<file path="src/rtl/debounce_pkg.sv">
// Shared constants and helper functions for the multi-channel input debouncer.
package debounce_pkg;

   localparam int DEF_CHANNELS    = 1;
   localparam int DEF_SYNC_STAGES = 2;
   localparam int DEF_CNT_WIDTH   = 7;
   localparam int DEF_PRESCALE    = 1;

   // Terminal count of a stability counter of the given width.
   function automatic int cnt_max(input int width);
      return (1 << width) - 1;
   endfunction

   // Width of the shared prescaler; never narrower than one bit.
   function automatic int presc_width(input int prescale);
      return (prescale <= 2) ? 1 : $clog2(prescale);
   endfunction

endpackage

</file>
<file path="src/rtl/debounce_channel.sv">
// One debounced channel: synchroniser, stability counter, registered level, edge pulses and busy.
module debounce_channel
   import debounce_pkg::*;
#(
   parameter int   SYNC_STAGES = DEF_SYNC_STAGES,
   parameter int   CNT_WIDTH   = DEF_CNT_WIDTH,
   parameter logic RST_VALUE   = 1'b0
) (
   input  logic clk,
   input  logic rst,
   input  logic tick_i,
   input  logic din_i,
   output logic dout_o,
   output logic rise_o,
   output logic fall_o,
   output logic busy_o
);

   localparam logic [CNT_WIDTH-1:0] CNT_MAX = CNT_WIDTH'(cnt_max(CNT_WIDTH));

   logic [SYNC_STAGES-1:0] sync_q, sync_d;
   logic [CNT_WIDTH-1:0]   cnt_q, cnt_d;
   logic                   dout_q, dout_d;
   logic                   rise_q, rise_d;
   logic                   fall_q, fall_d;
   logic                   busy_q, busy_d;
   logic                   s;

   assign s = sync_q[SYNC_STAGES-1];

   always_comb begin
      sync_d = {sync_q[SYNC_STAGES-2:0], din_i};
      cnt_d  = cnt_q;
      dout_d = dout_q;
      rise_d = 1'b0;
      fall_d = 1'b0;
      // A toggle needs a mismatch that is still present at the terminal count.
      if (s == dout_q) begin
         cnt_d = '0;
      end else if (tick_i) begin
         if (cnt_q == CNT_MAX) begin
            dout_d = s;
            cnt_d  = '0;
            rise_d = s;
            fall_d = ~s;
         end else begin
            cnt_d = cnt_q + 1'b1;
         end
      end
      busy_d = (cnt_d != '0);
   end

   always_ff @(posedge clk) begin
      if (rst) begin
         sync_q <= {SYNC_STAGES{RST_VALUE}};
         cnt_q  <= '0;
         dout_q <= RST_VALUE;
         rise_q <= 1'b0;
         fall_q <= 1'b0;
         busy_q <= 1'b0;
      end else begin
         sync_q <= sync_d;
         cnt_q  <= cnt_d;
         dout_q <= dout_d;
         rise_q <= rise_d;
         fall_q <= fall_d;
         busy_q <= busy_d;
      end
   end

   assign dout_o = dout_q;
   assign rise_o = rise_q;
   assign fall_o = fall_q;
   assign busy_o = busy_q;

endmodule

</file>
<file path="src/rtl/debounce_sync_array.sv">
// Array of independent debounced input channels sharing one count-enable tick.
// Optional shared prescaler enabled by defining DEBOUNCE_PRESCALER_EN.
module debounce_sync_array
   import debounce_pkg::*;
#(
   parameter int   CHANNELS    = DEF_CHANNELS,
   parameter int   SYNC_STAGES = DEF_SYNC_STAGES,
   parameter int   CNT_WIDTH   = DEF_CNT_WIDTH,
   parameter logic RST_VALUE   = 1'b0,
   parameter int   PRESCALE    = DEF_PRESCALE
) (
   input  logic                clk,
   input  logic                rst,
   input  logic [CHANNELS-1:0] din,
   output logic [CHANNELS-1:0] dout,
   output logic [CHANNELS-1:0] rise,
   output logic [CHANNELS-1:0] fall,
   output logic [CHANNELS-1:0] busy
);

   logic tick;

`ifdef DEBOUNCE_PRESCALER_EN
   localparam int PW = presc_width(PRESCALE);

   logic [PW-1:0] presc_q, presc_d;

   assign tick = (presc_q == PW'(PRESCALE - 1));

   always_comb begin
      presc_d = tick ? '0 : presc_q + 1'b1;
   end

   always_ff @(posedge clk) begin
      if (rst) begin
         presc_q <= '0;
      end else begin
         presc_q <= presc_d;
      end
   end
`else
   assign tick = 1'b1;
`endif

   for (genvar g = 0; g < CHANNELS; g++) begin : g_ch
      debounce_channel #(
         .SYNC_STAGES (SYNC_STAGES),
         .CNT_WIDTH   (CNT_WIDTH),
         .RST_VALUE   (RST_VALUE)
      ) u_ch (
         .clk    (clk),
         .rst    (rst),
         .tick_i (tick),
         .din_i  (din[g]),
         .dout_o (dout[g]),
         .rise_o (rise[g]),
         .fall_o (fall[g]),
         .busy_o (busy[g])
      );
   end

endmodule

</file>
<file path="config.mk">
export PLATFORM = sky130hd
export DESIGN_NAME = debounce_sync_array
export DESIGN_NICKNAME = d
export VERILOG_FILES = /design/src/rtl/debounce_pkg.sv /design/src/rtl/debounce_channel.sv /design/src/rtl/debounce_sync_array.sv
export SDC_FILE = /design/constraint.sdc
export NUM_CORES = 1
export LEC_CHECK = 0
export CORE_AREA = 2 2 39 41
export CTS_CLUSTER_DIAMETER = 60
export CTS_CLUSTER_SIZE = 16
export DETAILED_ROUTE_END_ITERATION = 16
export DIE_AREA = 0 0 41 43
export GPL_TIMING_DRIVEN = 0
export PLACE_DENSITY = 0.59
export SLEW_MARGIN = 20
export SYNTH_ARGS = -nofsm -noshare
export SYNTH_HDL_FRONTEND = slang
export SYNTH_SLANG_ARGS = --single-unit
</file>
<file path="constraint.sdc">
create_clock -name clk -period 1.7 [get_ports clk]
set_input_delay 0.34 -clock clk [delete_from_list [all_inputs] [get_ports clk]]
set_output_delay 0.34 -clock clk [all_outputs]
set_load 0.005 [all_outputs]
</file>
# Word-level counts from Yosys, hierarchy flattened
# Cells that the tools add are included.
[word_totals]
regBits = 13
latch_bits = 0
ram_bits = 0
mem_bits_ro = 0
in_bits = 3
out_inout_bits = 4
word_cells = 17
memories = 0
[op_classes]
addsub = 1
n_mul = 0
n_div = 0
n_lt_le_gt_ge = 0
n_eq_ne = 2
shift = 0
n_mux = 2
bitwise = 3
n_reduce_logical = 3
[op_table]
columns = ["cell", "n"]
rows = [
  ["$mux 7", 2],
  ["$add 7x1->7 const B", 1],
  ["$eq 7x7->1 const B", 1],
  ["$reduce_bool 7->1", 1],
  ["$not 1->1", 3],
  ["$reduce_or 3->1", 1],
  ["$reduce_and 2->1", 1],
  ["$eq 1x1->1", 1],
]

# Longest topological paths before layout
# Gate-level depths: netlist (run 1).
[depth]
word_depth = 4
depth_mapped = 5
ltp_nobuf = 5

# Cells and area by module
# Synthesis (run 1) repeated with hierarchy kept, for this count alone.
[unflattened]
hier_cells = 59
area_unflattened_um2 = 551.8
[by_module_without_submodules]
columns = ["mod", "instances", "cells_per_inst", "area_per_inst_um2", "seq_area_each_um2"]
rows = [
  ["debounce_channel", 1, 58, 548.0, 260.2],
  ["debounce_sync_array", 1, 1, 3.8, 0.0],
]

# Worst setup path before layout (run 1)
# No wires, ideal clock.
[synth_path]
path_type = "flip-flop to flip-flop"
start = "register g_ch[0].u_ch.cnt_q[0]"
end = "register g_ch[0].u_ch.busy_q"
setup_time_ps = 119
t_arrival_ps = 1162
required_time_ps = 1581
path_slack_ps = 418
stages_incl_launch_ff = 6
n_path_buf = 0
path_cell_list = "dfxtp_1 -> ha_1 -> and3_1 -> nand4_1 -> nand2_1 -> o21bai_1"
[synth_between]
elab_chain_len = 4
word_cells_on_any_way = 5
cone_classes = "add/sub: 1; eq/ne: 1; mux: 2; reduce/logical: 1"
[synth_lines]
columns = ["item", "line_no", "source"]
rows = [
  ["from (decl)", "debounce_channel.sv:22", "logic [CNT_WIDTH-1:0] cnt_q, cnt_d;"],
  ["from (signal assigned)", "debounce_channel.sv:63", "cnt_q <= cnt_d;"],
  ["$add 7x1->7 or $eq 7x7->1 (tied branches)", "debounce_channel.sv:47, debounce_channel.sv:41", ""],
  ["$mux 7 *", "debounce_channel.sv:41", "if (cnt_q == CNT_MAX) begin"],
  ["$mux 7 *", "debounce_channel.sv:38", "if (s == dout_q) begin"],
  ["$reduce_bool 7->1 *", "debounce_channel.sv:50", "busy_d = (cnt_d != '0);"],
  ["to (signal assigned)", "debounce_channel.sv:67", "busy_q <= busy_d;"],
  ["to (decl)", "debounce_channel.sv:26", "logic busy_q, busy_d;"],
]
# Mark *: on every way between the ends. The rest lies on a longest branch, timed or not.
# A chain may end at the register's enable or synchronous reset.

# Worst setup path in the final report (run 1)
[layout_path]
start = "register g_ch[0].u_ch.dout_q"
end = "output dout"
[layout_rtl]
columns = ["item", "line_no", "source"]
rows = [
  ["from (decl)", "debounce_channel.sv:23", "logic dout_q, dout_d;"],
  ["from (signal assigned)", "debounce_channel.sv:64", "dout_q <= dout_d;"],
  ["to (decl)", "debounce_sync_array.sv:15", "output logic [CHANNELS-1:0] dout,"],
]
# No word-level cell between the ends.

==> results of run 1 <==
## through the flow
stage / power (mW) / setup WS (ps) / std cells
finish: 0.511 / 206 / 75
global route: 0.531 / 86.8 / 75
CTS: 0.514 / 202 / 75
detailed placement: 0.333 / 218 / 71
global placement: 0.333 / 196 / 71
floorplan: 0.323 / 418 / 49
## how the worst max path moves through the flow
| stage | end | slack, ps |
|---|---|---|
| after detailed placement | g_ch[0].u_ch.busy_o | 220 |
| after global placement | g_ch[0].u_ch.busy_o | 200 |
| final | dout | 210 |
| after floorplan | g_ch[0].u_ch.busy_o | 420 |
| after global routing | g_ch[0].u_ch.busy_o | 90 |
| after CTS | dout | 200 |
## flip-flops by register name, indices dropped and copies added, names as in the netlist
signal,flops
g_ch.u_ch.cnt_q,7
g_ch.u_ch.sync_q,2
g_ch.u_ch.busy_o,1
g_ch.u_ch.dout_o,1
g_ch.u_ch.fall_o,1
g_ch.u_ch.rise_o,1
## Yosys cell counts (all sizes together), types with 2 or more instances
cell type / n / share of area (%)
nor3: 2 / 2.0
dfxtp: 13 / 53
nand2: 2 / 1.5
nand3: 4 / 4.1
nand2b: 2 / 2.6
xnor2: 3 / 5.4
xor2: 2 / 3.6
nor2: 8 / 6.1
nor2b: 2 / 2.6
## metal layers
layer  up-vias  track usage [%]  part of all wire, %
met5         -                0                    0
met3         4             3.14                  3.1
met1       165             15.2                   51
met2         5             14.7                   41
met4         0             12.0                  4.8
li1        186                -                    -
## where the power goes
group          internal (mW)  switching [mW]
sequential             0.308         0.00179
clock                 0.0910          0.0948
combinational        0.00931         0.00643
## area by class of cell
class | instances | area share (%)
timing repair buffer | 6 | 10.1
clock buffer | 4 | 4.40
tap | 16 | 3.35
multi-input combinational | 36 | 38.6
sequential | 13 | 43.6
## cell families after synthesis
logic type,after synthesis,share of synthesized area (%)
multiplexers,1,2.04
AO/OA/AOI/OAI,4,6.63
XOR/XNOR,5,8.93
AND/OR/NAND/NOR,25,26.8
adder cells (fa/ha/maj),1,2.55
flip-flops,13,53.1
==> impl_metrics.json, run 1 <==
{
  "clock-sinks": 13,
  "cts-root-buf": "clkbuf_4",
  "arrival_ps": 1150,
  "critPathLaunchType": "flip-flop",
  "final_cell_mix": "dfxtp_1, nor2_1, clkdlybuf4s50_1",
  "finish.utilization_pct": 43.1,
  "ys_warn_count": 0,
  "slew_headroom_pct": 84.0,
  "die-area_um2": 1760,
  "drt-initial-drc-count": 12,
  "rsz0062_at_grt": "no",
  "cts_tree": "done",
  "wl_um": 734,
  "cp_slowest_cell": "clkdlybuf4s50_1",
  "setup_viol_count_final": 0,
  "drv_cap": 0,
  "gp_congestion": 0.707,
  "htree_levels": 1,
  "die-width_um": 41,
  "final_layout_size_suffix_gt1_share_pct": 10.2,
  "final_common_cell": "dfxtp_1",
  "hold_path_end": "g_ch[0].u_ch.sync_q[1]",
  "antenna_found_initial": 0,
  "hold_depth": 1,
  "ir_drop_v": 0.000386,
  "async_reset_ff_share_pct": 0,
  "cts.repair.resized": 0,
  "synth_edf_count": 0,
  "grt_pass1_vias": 322,
  "tightest_slew_ps": 239,
  "path_cells": "clkdlybuf4s50_1",
  "grt_max_degree": 8,
  "hp-start": "g_ch[0].u_ch.sync_q[0]",
  "tns_ps": 0,
  "holdBufCountCts": 0,
  "powerDensity_nw_per_um2": 856,
  "viasPerCell": 4.80,
  "path_clk_slew_ps": 70,
  "status": "completed",
  "finalCriticalPeriod_ps": 1490,
  "crit_fanout": 4,
  "netlist-cell-type-count": 20,
  "clockBufferDepth": 2,
  "rr_startpoint": "g_ch[0].u_ch.cnt_q[0]",
  "crit_start": "g_ch[0].u_ch.dout_o",
  "skew_ps": 1.04,
  "worst_setup_path_end_kind": "output port",
  "syn-num-nets": 53,
  "syn_inst": 49,
  "fin_crit_sh_pct": 87.9,
  "num_vias": 360,
  "wire_per_inst_um": 9.79,
  "yosysSeqAreaShare_pct": 53.1,
  "postCtsSetupBuffers": 0,
  "nFillCells": 128,
  "place_area_um2": 571,
  "reg2reg_depth": 5,
  "cp_top_family": "buffers and inverters",
  "crit_cells": 1,
  "dp_hpwl_um": 559,
  "drc": 0,
  "path_buf_inv": 1,
  "hold_slack_ps": 443,
  "yosys_most_used_dff": "dfxtp_1",
  "critical_path_class": "flip-flop to output port",
  "design_area_um2": 597,
  "cp.required_ps": 1360,
  "regToRegSetupSlack_ps": 230,
  "worstReg2RegEnd": "g_ch[0].u_ch.busy_o",
  "min_path_type": "flip-flop to flip-flop",
  "synth_seq_cells": 13,
  "final_nets": 64,
  "area_delta_synth_final_pct": 21.7,
  "ioPinCount": 7,
  "numCtsBuffers": 3,
  "first_pass_iters": 4,
  "io_buffers": 6,
  "initial_core_util_pct": 35.4,
  "report.final.slew_viol_count": 0,
  "grt_pass1_wl_mm": 1.32,
  "grt_overflow_total": 0,
  "die_h_um": 43,
  "diodes": 0,
  "syn_avg_cell_area_um2": 10.0,
  "multiInputGateArea_um2": 230,
  "fp-row-count": 14,
  "max_freq_mhz": 669,
  "coreArea_um2": 1380,
  "synth_area_um2": 490,
  "clk_latency_ps": 270,
  "hold_viol_final": 0,
  "grtUsageTotal_pct": 11.8,
  "seq_area_um2": 260,
  "max_stage_delay_ps": 510,
  "power.leakage_nw": 0.218,
  "antenna_left": 0
}
No activity file was read; power rests on OpenSTA's default activity.
==> run 2: changes to the inputs <==
SETUP_SLACK_MARGIN = 0.15   (was not set)
==> impl_metrics.json, run 2 (synthesis results as in run 1) <==
{
  "clk_latency_ps": 270,
  "crit_fanout": 4,
  "htree_levels": 1,
  "num_vias": 359,
  "fp-row-count": 14,
  "arrival_ps": 1150,
  "ioPinCount": 7,
  "rsz0062_at_grt": "yes",
  "p_total_mw": 0.510,
  "ir_drop_v": 0.000387,
  "cp_slowest_cell": "clkdlybuf4s50_1",
  "die_h_um": 43,
  "slew_headroom_pct": 83.7,
  "grt_overflow_total": 0,
  "first_pass_iters": 4,
  "hp-start": "g_ch[0].u_ch.sync_q[0]",
  "max_freq_mhz": 670,
  "drv_cap": 0,
  "pre_cts_slack_ps": 218,
  "critical_path_class": "flip-flop to output port",
  "critPathLaunchType": "flip-flop",
  "top_regs": "g_ch.u_ch.cnt_q: 7 flops, g_ch.u_ch.sync_q: 2 flops",
  "final_cell_mix": "dfxtp_1, nor2_1, clkdlybuf4s50_1",
  "rr_startpoint": "g_ch[0].u_ch.cnt_q[0]",
  "cp_top_family": "buffers and inverters",
  "worstReg2RegEnd": "g_ch[0].u_ch.fall_o",
  "antenna_left": 0,
  "initial_core_util_pct": 35.4,
  "skew_ps": 1.23,
  "grt_pass1_vias": 322,
  "max_stage_delay_ps": 510,
  "reg2reg_depth": 5,
  "grtUsageTotal_pct": 11.8,
  "path_cells": "clkdlybuf4s50_1",
  "nFillCells": 127,
  "wire_per_inst_um": 9.57,
  "regToRegSetupSlack_ps": 260,
  "wl_um": 727,
  "coreArea_um2": 1380,
  "largest_register_ffs": 7,
  "report.final.slew_viol_count": 0,
  "diodes": 0,
  "largest_register": "g_ch.u_ch.cnt_q",
  "fin_ws_ps": 208,
  "antenna_found_initial": 0,
  "io_buffers": 6,
  "grt_pass1_wl_mm": 1.32,
  "tns_ps": 0,
  "drt-initial-drc-count": 12,
  "setup_viol_count_final": 0,
  "worst_setup_path_end_kind": "output port",
  "powerDensity_nw_per_um2": 841,
  "drc": 0,
  "fin_crit_sh_pct": 87.8,
  "viasPerCell": 4.72,
  "finalCriticalPeriod_ps": 1490,
  "power.leakage_nw": 0.222,
  "comb_power_share_pct": 3.1,
  "p_clk_share_pct": 36.2,
  "path_buf_inv": 1,
  "power_frac_seq_pct": 60.7,
  "intPower_mw": 0.408,
  "min_path_type": "flip-flop to flip-flop",
  "place_area_um2": 571,
  "die-width_um": 41,
  "final_nets": 65,
  "design_area_um2": 607,
  "clockBufferDepth": 2,
  "hold_depth": 1,
  "die-area_um2": 1760,
  "hold_path_end": "g_ch[0].u_ch.sync_q[1]",
  "status": "completed",
  "area_delta_synth_final_pct": 23.7,
  "numCtsBuffers": 3,
  "dp_hpwl_um": 559,
  "cts_tree": "done",
  "path_clk_slew_ps": 70,
  "power.switching_mw": 0.102,
  "final_common_cell": "dfxtp_1",
  "placed_cells": 71,
  "hold_viol_final": 0,
  "grt_max_degree": 8,
  "swShare_pct": 20.0,
  "gp_congestion": 0.707,
  "tightest_slew_ps": 245,
  "final_cells": 76,
  "clock-sinks": 13,
  "cp.required_ps": 1360,
  "cts-root-buf": "clkbuf_4",
  "final_layout_size_suffix_gt1_share_pct": 13.3
}
==> run 2: how the worst max path moves through the flow <==
stage	startpoint	endpoint	slack, ps	depth (start not counted)
2_1_floorplan	g_ch[0].u_ch.cnt_q[0]	g_ch[0].u_ch.busy_o	420	5
3_3_place_gp	rst	g_ch[0].u_ch.busy_o	200	4
3_5_place_dp	rst	g_ch[0].u_ch.busy_o	220	4
4_1_cts	g_ch[0].u_ch.dout_o	dout	200	1
5_1_grt	g_ch[0].u_ch.cnt_q[0]	g_ch[0].u_ch.rise_o	140	5
6_report	g_ch[0].u_ch.dout_o	dout	210	1
==> run 2: routing by layer <==
| metal | part of all wire (%) | GRT usage, % |
|---|---|---|
| met1 | 50 | 15.2 |
| met2 | 43 | 14.7 |
| met3 | 3.2 | 3.14 |
| met4 | 4.0 | 12.0 |
| met5 | 0 | 0 |
==> run 2: area by class of cell <==
cell class | count | area (µm²) | share of cell area [%]
clock buffer | 4 | 26.3 | 4.33
multi-input combinational | 36 | 233 | 38.4
sequential | 13 | 260 | 42.9
tap | 16 | 20.0 | 3.30
timing repair buffer | 7 | 67.6 | 11.1
==> run 2: worst reg2reg max path, stage by stage, from the launching register on <==
cell     delay (ps)
dfxtp_1         390
ha_1            240
and3_1          220
nand4_1         180
buf_4           190
nor3_1          150
==> run 2: per-stage QoR <==
step                hold WS [ps]  util, %
floorplan                    412        -
global placement             417     41.2
detailed placement           429     41.2
CTS                          447     43.1
global route                 464     43.9
finish                       443     43.9
==> run 2: power groups by stage <==
stage / Sequential (mW) / Clock (mW) / Combinational (mW)
floorplan: 0.317 / 0 / 0.00669
CTS: 0.310 / 0.189 / 0.0158
global placement: 0.317 / 0 / 0.0158
detailed placement: 0.317 / 0 / 0.0157
finish: 0.310 / 0.185 / 0.0159
global route: 0.310 / 0.203 / 0.0177
==> run 2: timing repair <==
action,CTS,global route
hold buffers,0,0
gates resized for setup,0,1
endpoints found under the setup margin,0,5
setup buffers,0,1
